$ cat src/rtl/irq_pkg.sv
// ---------------------------------------------------------------------------
// irq_pkg
//
// Shared definitions for the interrupt capture controller:
//   - state_t    : controller state encoding (IDLE, QUAL, REQ, SERVICE, HOLD)
//   - ID_W       : width of an interrupt ID / encoder code
//   - decode_id  : converts the encoder's active-low code into a line number
// ---------------------------------------------------------------------------
package irq_pkg;

    localparam int ID_W = 3;

    typedef enum logic [2:0] {
        IDLE    = 3'd0,
        QUAL    = 3'd1,
        REQ     = 3'd2,
        SERVICE = 3'd3,
        HOLD    = 3'd4
    } state_t;

    // The encoder reports line 7 as 3'b000, so the line number is the
    // bitwise complement of its code.
    function automatic logic [ID_W-1:0] decode_id(input logic [ID_W-1:0] code_n);
        return ~code_n;
    endfunction

endpackage : irq_pkg

$ cat src/rtl/irq_holdoff_timer.sv
// ---------------------------------------------------------------------------
// irq_holdoff_timer
//
// Load/decrement down-counter used to keep the encoder disabled for a fixed
// number of cycles after end-of-interrupt.
//
// Parameters:
//   HOLDOFF  number of hold-off cycles (must be > 0 when instantiated)
//
// Ports:
//   clk   in   clock
//   rst   in   asynchronous active-high reset
//   load  in   load the counter with HOLDOFF-1
//   dec   in   decrement the counter by one
//   done  out  counter currently reads zero
// ---------------------------------------------------------------------------
module irq_holdoff_timer #(
    parameter int HOLDOFF = 4
) (
    input  logic clk,
    input  logic rst,
    input  logic load,
    input  logic dec,
    output logic done
);

    localparam int W = (HOLDOFF > 0) ? $clog2(HOLDOFF + 1) : 1;

    logic [W-1:0] cnt;

    // NOTE: sequential state is always updated with non-blocking assignments
    // so every register samples the values from before the clock edge.
    always_ff @(posedge clk or posedge rst) begin
        if (rst) begin
            cnt <= '0;
        end else if (load) begin
            cnt <= W'(HOLDOFF - 1);
        end else if (dec && (cnt != '0)) begin
            cnt <= cnt - 1'b1;
        end
    end

    assign done = (cnt == '0);

endmodule : irq_holdoff_timer

$ cat src/rtl/irq_capture_ctrl.sv
// ---------------------------------------------------------------------------
// irq_capture_ctrl
//
// Sits directly behind an 8-line priority encoder. Qualifies the encoder's
// active-low code over two consecutive samples, latches a single interrupt
// ID, hands it to the CPU with a req/ack handshake and keeps the encoder
// disabled (via its EI input) while the interrupt is serviced and for
// HOLDOFF cycles after end-of-interrupt.
//
// Parameters:
//   HOLDOFF   cycles the encoder stays disabled after EOI (0 = none)
//   CNT_W     width of the saturating serviced-interrupt counter
//
// Ports:
//   clk         in   clock, rising edge
//   rst         in   asynchronous active-high reset
//   enc_code_n  in   encoder code, active-low (3'b000 = line 7)
//   enc_gs_n    in   encoder GS, low when at least one line is active
//   enc_eo_n    in   encoder EO, low when enabled with no line active
//   enc_en_n    out  encoder EI, active-low enable (high in SERVICE/HOLD)
//   irq_req     out  interrupt request to the CPU
//   irq_id      out  latched interrupt ID
//   irq_ack     in   CPU accept pulse
//   irq_eoi     in   CPU end-of-interrupt pulse
//   busy        out  high in REQ, SERVICE and HOLD
//   irq_count   out  saturating count of captured interrupts
//   err         out  sticky flag: GS and EO seen low together
// ---------------------------------------------------------------------------
module irq_capture_ctrl
    import irq_pkg::*;
#(
    parameter int HOLDOFF = 4,
    parameter int CNT_W   = 8
) (
    input  logic              clk,
    input  logic              rst,
    input  logic [ID_W-1:0]   enc_code_n,
    input  logic              enc_gs_n,
    input  logic              enc_eo_n,
    output logic              enc_en_n,
    output logic              irq_req,
    output logic [ID_W-1:0]   irq_id,
    input  logic              irq_ack,
    input  logic              irq_eoi,
    output logic              busy,
    output logic [CNT_W-1:0]  irq_count,
    output logic              err
);

    state_t          state;
    logic [ID_W-1:0] cand;
    logic [ID_W-1:0] sample_id;
    logic            illegal;
    logic            hold_load;
    logic            hold_dec;
    logic            hold_done;

    // GS and EO can never both be low on a healthy encoder; such a sample
    // is treated as corrupt and never allowed to advance qualification.
    assign illegal   = !enc_gs_n && !enc_eo_n;
    assign sample_id = decode_id(enc_code_n);

    assign hold_load = (state == SERVICE) && irq_eoi;
    assign hold_dec  = (state == HOLD) && !hold_done;

    // The encoder is gated off for the whole service window.
    assign enc_en_n  = (state == SERVICE) || (state == HOLD);

    generate
        if (HOLDOFF > 0) begin : g_holdoff
            irq_holdoff_timer #(
                .HOLDOFF (HOLDOFF)
            ) u_holdoff_timer (
                .clk  (clk),
                .rst  (rst),
                .load (hold_load),
                .dec  (hold_dec),
                .done (hold_done)
            );
        end else begin : g_no_holdoff
            // HOLD is never entered without a hold-off period.
            assign hold_done = 1'b1;
        end
    endgenerate

    always_ff @(posedge clk or posedge rst) begin
        if (rst) begin
            // NOTE: every control and output register has a reset value so a
            // reset mid-transaction leaves nothing pending to replay.
            state     <= IDLE;
            cand      <= '0;
            irq_req   <= 1'b0;
            irq_id    <= '0;
            busy      <= 1'b0;
            irq_count <= '0;
            err       <= 1'b0;
        end else begin
            if (illegal) begin
                err <= 1'b1;
            end

            unique case (state)
                IDLE: begin
                    if (!illegal && !enc_gs_n) begin
                        cand  <= sample_id;
                        state <= QUAL;
                    end
                end

                // Glitch filter: the code must match on two consecutive
                // samples; a changed code restarts qualification with the
                // new value rather than dropping back to IDLE.
                QUAL: begin
                    if (!illegal) begin
                        if (enc_gs_n) begin
                            state <= IDLE;
                        end else if (sample_id == cand) begin
                            state   <= REQ;
                            irq_req <= 1'b1;
                            irq_id  <= cand;
                            busy    <= 1'b1;
                            if (irq_count != '1) begin
                                irq_count <= irq_count + 1'b1;
                            end
                        end else begin
                            cand <= sample_id;
                        end
                    end
                end

                // EOI is deliberately not looked at here, even when it
                // coincides with the ack.
                REQ: begin
                    if (irq_ack) begin
                        state   <= SERVICE;
                        irq_req <= 1'b0;
                    end
                end

                SERVICE: begin
                    if (irq_eoi) begin
                        if (HOLDOFF == 0) begin
                            state <= IDLE;
                            busy  <= 1'b0;
                        end else begin
                            state <= HOLD;
                        end
                    end
                end

                // The timer was loaded with HOLDOFF-1 on EOI; leaving in the
                // cycle after it reads zero gives exactly HOLDOFF cycles here.
                HOLD: begin
                    if (hold_done) begin
                        state <= IDLE;
                        busy  <= 1'b0;
                    end
                end

                default: begin
                    state   <= IDLE;
                    irq_req <= 1'b0;
                    busy    <= 1'b0;
                end
            endcase
        end
    end

endmodule : irq_capture_ctrl

$ cat config.mk
export PLATFORM = sky130hd
export DESIGN_NAME = irq_capture_ctrl
export DESIGN_NICKNAME = d
export VERILOG_FILES = /design/src/rtl/irq_pkg.sv /design/src/rtl/irq_holdoff_timer.sv /design/src/rtl/irq_capture_ctrl.sv
export SDC_FILE = /design/constraint.sdc
export NUM_CORES = 1
export LEC_CHECK = 0
export CORE_AREA = 10 10 60 62
export DETAILED_ROUTE_END_ITERATION = 16
export DIE_AREA = 0 0 70 72
export PLACE_DENSITY = 0.75
export SYNTH_ARGS = -nofsm -noshare
export SYNTH_HDL_FRONTEND = slang
export SYNTH_SLANG_ARGS = --single-unit
$ cat constraint.sdc
create_clock -name clk -period 2.27 [get_ports clk]
set_clock_uncertainty 0.05 [all_clocks]
set_input_delay 0.681 -clock clk [delete_from_list [all_inputs] [get_ports clk]]
set_output_delay 0.681 -clock clk [all_outputs]
set_load 0.02 [all_outputs]
==> PnR_summary.wiki <==
{| class="wikitable"
! Metric !! Value
|-
| Status || complete, no violations
|-
| DR WL/cell || 14.1 µm
|-
| Xor-xnor portion of the synthesized cell area || 9.00%
|-
| Kind of start point of the critical path || register
|-
| Congestion Overflow GR || 0
|-
| Routed vias || 882
|-
| Number of flip-flops and latches in the synthesized netlist || 23
|-
| Critical-path top delay cell || sky130_fd_sc_hd__dfrtp_1
|-
| Maximum number of pins on one net before global-route repair || 24
|-
| Endpoint required time on the critical path || 1.54 ns
|-
| Initial drt markers || 34
|-
| Worst slew margin relative to its limit || 77.9%
|-
| Commonest cells after routing, fill and taps aside || sky130_fd_sc_hd__dfrtp_1 (23), sky130_fd_sc_hd__clkdlybuf4s50_1 (22), sky130_fd_sc_hd__buf_4 (13)
|-
| Kind of capture point of the worst setup path || output port
|-
| Initial antenna violation count || 0
|-
| Most frequent standard cell in the layout excluding fill and tap cells || sky130_fd_sc_hd__dfrtp_1
|-
| Gate family responsible for the most delay along the worst path || flip-flops
|-
| Overall global routing resource usage || 9.79%
|-
| Number of placed cells counting well taps || 169
|-
| Arr. time, crit path || 1.43 ns
|-
| TritonCTS clock tree || done
|-
| Final Instance Count excl. Fillers || 173
|-
| Least-Margin Pin Slew || 0.330 ns
|-
| Total core area || 0.00243 mm²
|-
| Port-buffer cells || 23
|-
| Post-Syn Area per Cell || 10.9 µm²
|-
| Via count of the first global-routing pass || 923
|-
| Diodes inserted || 0
|-
| Distinct cell type count after synthesis || 29
|-
| Synthesis Warnings || 0
|-
| Path length in cells of the critical path || 4
|-
| Launch point of the worst reg-to-reg path || state[2]
|-
| Total clock buffers created by CTS || 3
|-
| Number of flops mapped to enable cells by yosys || 0
|-
| Achievable clock frequency || 464 MHz
|-
| Clock transition at path regs || 0.12 ns
|-
| Power per Cell Area || 928 mW/mm²
|-
| Dominant combinational cell family by area after synthesis || simple AND/OR/NAND/NOR gates
|-
| Number of search-and-repair iterations in the first detailed-routing pass || 2
|-
| Post-synthesis instance area || 0.00117 mm²
|-
| Compound-gate portion of the synthesized area || 11.1%
|-
| Number of hold violations in the final report || 0
|-
| Overall routed net length || 2440 µm
|-
| Post-Synthesis Cells || 107
|-
| Share of synthesized area occupied by flip-flops and latches || 49.3%
|-
| Worst Setup EP || enc_en_n
|-
| Die extent in x || 70 µm
|-
| Clock latency at the later pin of the worst-skew pair || 0.30 ns
|-
| Category of the critical setup timing path || register to output port
|-
| Reg2reg setup slack || 0.43 ns
|-
| Final core area utilization || 62.1%
|-
| Count of boundary I/O pins || 24
|-
| Global-route wire length before repair || 4310 µm
|-
| RePlAce Congestion || 0.824
|-
| Total of endpoints with negative setup slack in the final report || 0
|-
| Multiplexer fraction of the synthesized cell area || 3.86%
|-
| Unrepaired setup endpoints after global routing || false
|-
| Count of pins over their slew limit || 0
|-
| Layout-stage area growth over the synthesis result || 29.4%
|-
| Remaining number of nets flagged by the antenna check after routing || 0
|-
| Initial core utilization || 48.0%
|-
| Number of cells on the worst reg-to-reg path || 5
|-
| Area fraction in and, or, nand and nor cells after synthesis || 17.0%
|-
| Remaining routing DRC violations || 0
|-
| Period utilisation layout || 95.0%
|-
| Layout cell share with drive strength beyond 1 || 18.2%
|-
| Buf+Inv Stages, Crit Path || 2
|-
| Depth of the CTS H-tree || 1
|-
| Post-synthesis adder-cell area fraction || 3.22%
|-
| Worst voltage drop across the vdd grid || 0.623 mV
|-
| Cell area after layout || 0.00151 mm²
|-
| Setup Total Neg Slack || 0 ns
|-
| Clock root cell || sky130_fd_sc_hd__clkbuf_4
|-
| Share of flip-flops with an asynchronous set or reset after synthesis || 100%
|-
| Start point of the critical path || state[1]
|-
| Vias/cell || 5.10
|-
| Die area || 0.00504 mm²
|-
| Reg-to-reg endpoint || irq_id[2]
|-
| Bufs on Longest Clock Path || 2
|-
| Clock sink count || 23
|-
| Commonest register cell after synthesis || sky130_fd_sc_hd__dfrtp_1
|-
| Syn nets || 119
|-
| Largest incremental delay on the critical path || 0.40 ns
|-
| Number of max-cap violations || 0
|-
| Shortest clock period the worst path allows after layout || 2.16 ns
|-
| Type of the worst min-delay path || register to register
|-
| Total number of placement rows || 18
|-
| Die Y || 72 µm
|-
| Dpl hpwl || 1970 µm
|-
| Post-layout net count || 156
|-
| Leakage power figure || 0.708 nW
|-
| Setup fix buffers added after clock tree synthesis || 0
|-
| Area of placed instances || 0.00148 mm²
|-
| Crit path cell chain || inv_1 > nor2_1 > a22o_2 > clkdlybuf4s15_1
|-
| Max FO, Critical Path || 4
|}
-- cells in the mapped netlist, types with 2 or more instances --
| master | count | area (µm²) |
|---|---|---|
| sky130_fd_sc_hd__xor2_1 | 10 | 87.6 |
| sky130_fd_sc_hd__inv_1 | 7 | 26.3 |
| sky130_fd_sc_hd__dfrtp_1 | 23 | 576 |
| sky130_fd_sc_hd__mux2_2 | 4 | 45.0 |
| sky130_fd_sc_hd__nand4_1 | 2 | 12.5 |
| sky130_fd_sc_hd__ha_1 | 3 | 37.5 |
| sky130_fd_sc_hd__nor2_1 | 10 | 37.5 |
| sky130_fd_sc_hd__nand2_1 | 8 | 30.0 |
| sky130_fd_sc_hd__buf_6 | 3 | 33.8 |
| sky130_fd_sc_hd__nand3_1 | 5 | 25.0 |
| sky130_fd_sc_hd__a21oi_1 | 6 | 30.0 |
| sky130_fd_sc_hd__nor3_1 | 4 | 20.0 |
| sky130_fd_sc_hd__o21ai_0 | 3 | 15.0 |
| sky130_fd_sc_hd__xnor2_1 | 2 | 17.5 |
| sky130_fd_sc_hd__nand2b_1 | 3 | 18.8 |
-- where the power goes --
group          internal, W  switching, W
clock            0.0000684      0.000117
combinational     0.000305      0.000313
sequential        0.000519     0.0000788
total             0.000892      0.000509
-- kinds of logic after synthesis --
group           count (synthesis)
compound gates                 17
xor+xnor                       12
fa+ha+maj                       3
buf+inv                        11
flops                          23
mux                             4
simple gates                   37
-- layout make-up --
class	instances	area, µm²
repair buffers	36	328
flip-flops and latches	23	576
well taps	30	37.5
multi-input cells	73	517
inverters	7	26.3
fillers	221	922
clock buffers	4	26.3
-- metrics by stage --
step,worst slack [ns],total power [W],hold slack [ns]
after CTS,0.0774,0.00141,0.461
after global routing,0.0174,0.00151,0.474
final,0.113,0.00140,0.446
after floorplan,0.277,0.000998,0.428
after global placement,-0.0921,0.00120,0.415
after detailed placement,-0.149,0.00123,0.436
-- repair_timing --
action | CTS | global route
pin swaps | 0 | 0
gates resized for setup | 1 | 1
setup endpoints to repair | 1 | 1
hold buffers | 0 | 0
-- metal layers --
layer  share of wire (%)  vias up  global-route usage (%)
li1                    -      440                       -
met1                  44      424                    12.0
met2                  48       16                    15.6
met3                 7.3        2                    4.22
met4                0.25        0                    1.97
met5                   0        -                       0
-- state kept, by name, summed over array words and instances (netlist names) --
signal,cells
irq_count,8
state,3
irq_req,1
busy,1
err,1
irq_id,3
g_holdoff.u_holdoff_timer.cnt,3
cand,3
-- worst min-delay path by stage --
stage          slack (ns)                             start                          endpoint  cells past startpoint
2_1_floorplan        0.43  g_holdoff.u_holdoff_timer.cnt[1]  g_holdoff.u_holdoff_timer.cnt[1]                      2
3_3_place_gp         0.42                               err                               err                      1
3_5_place_dp         0.44                               err                               err                      1
4_1_cts              0.46                               err                               err                      1
5_1_grt              0.47                               err                               err                      1
6_report             0.45                               err                               err                      1
No activity file was read; power rests on OpenSTA's default activity.
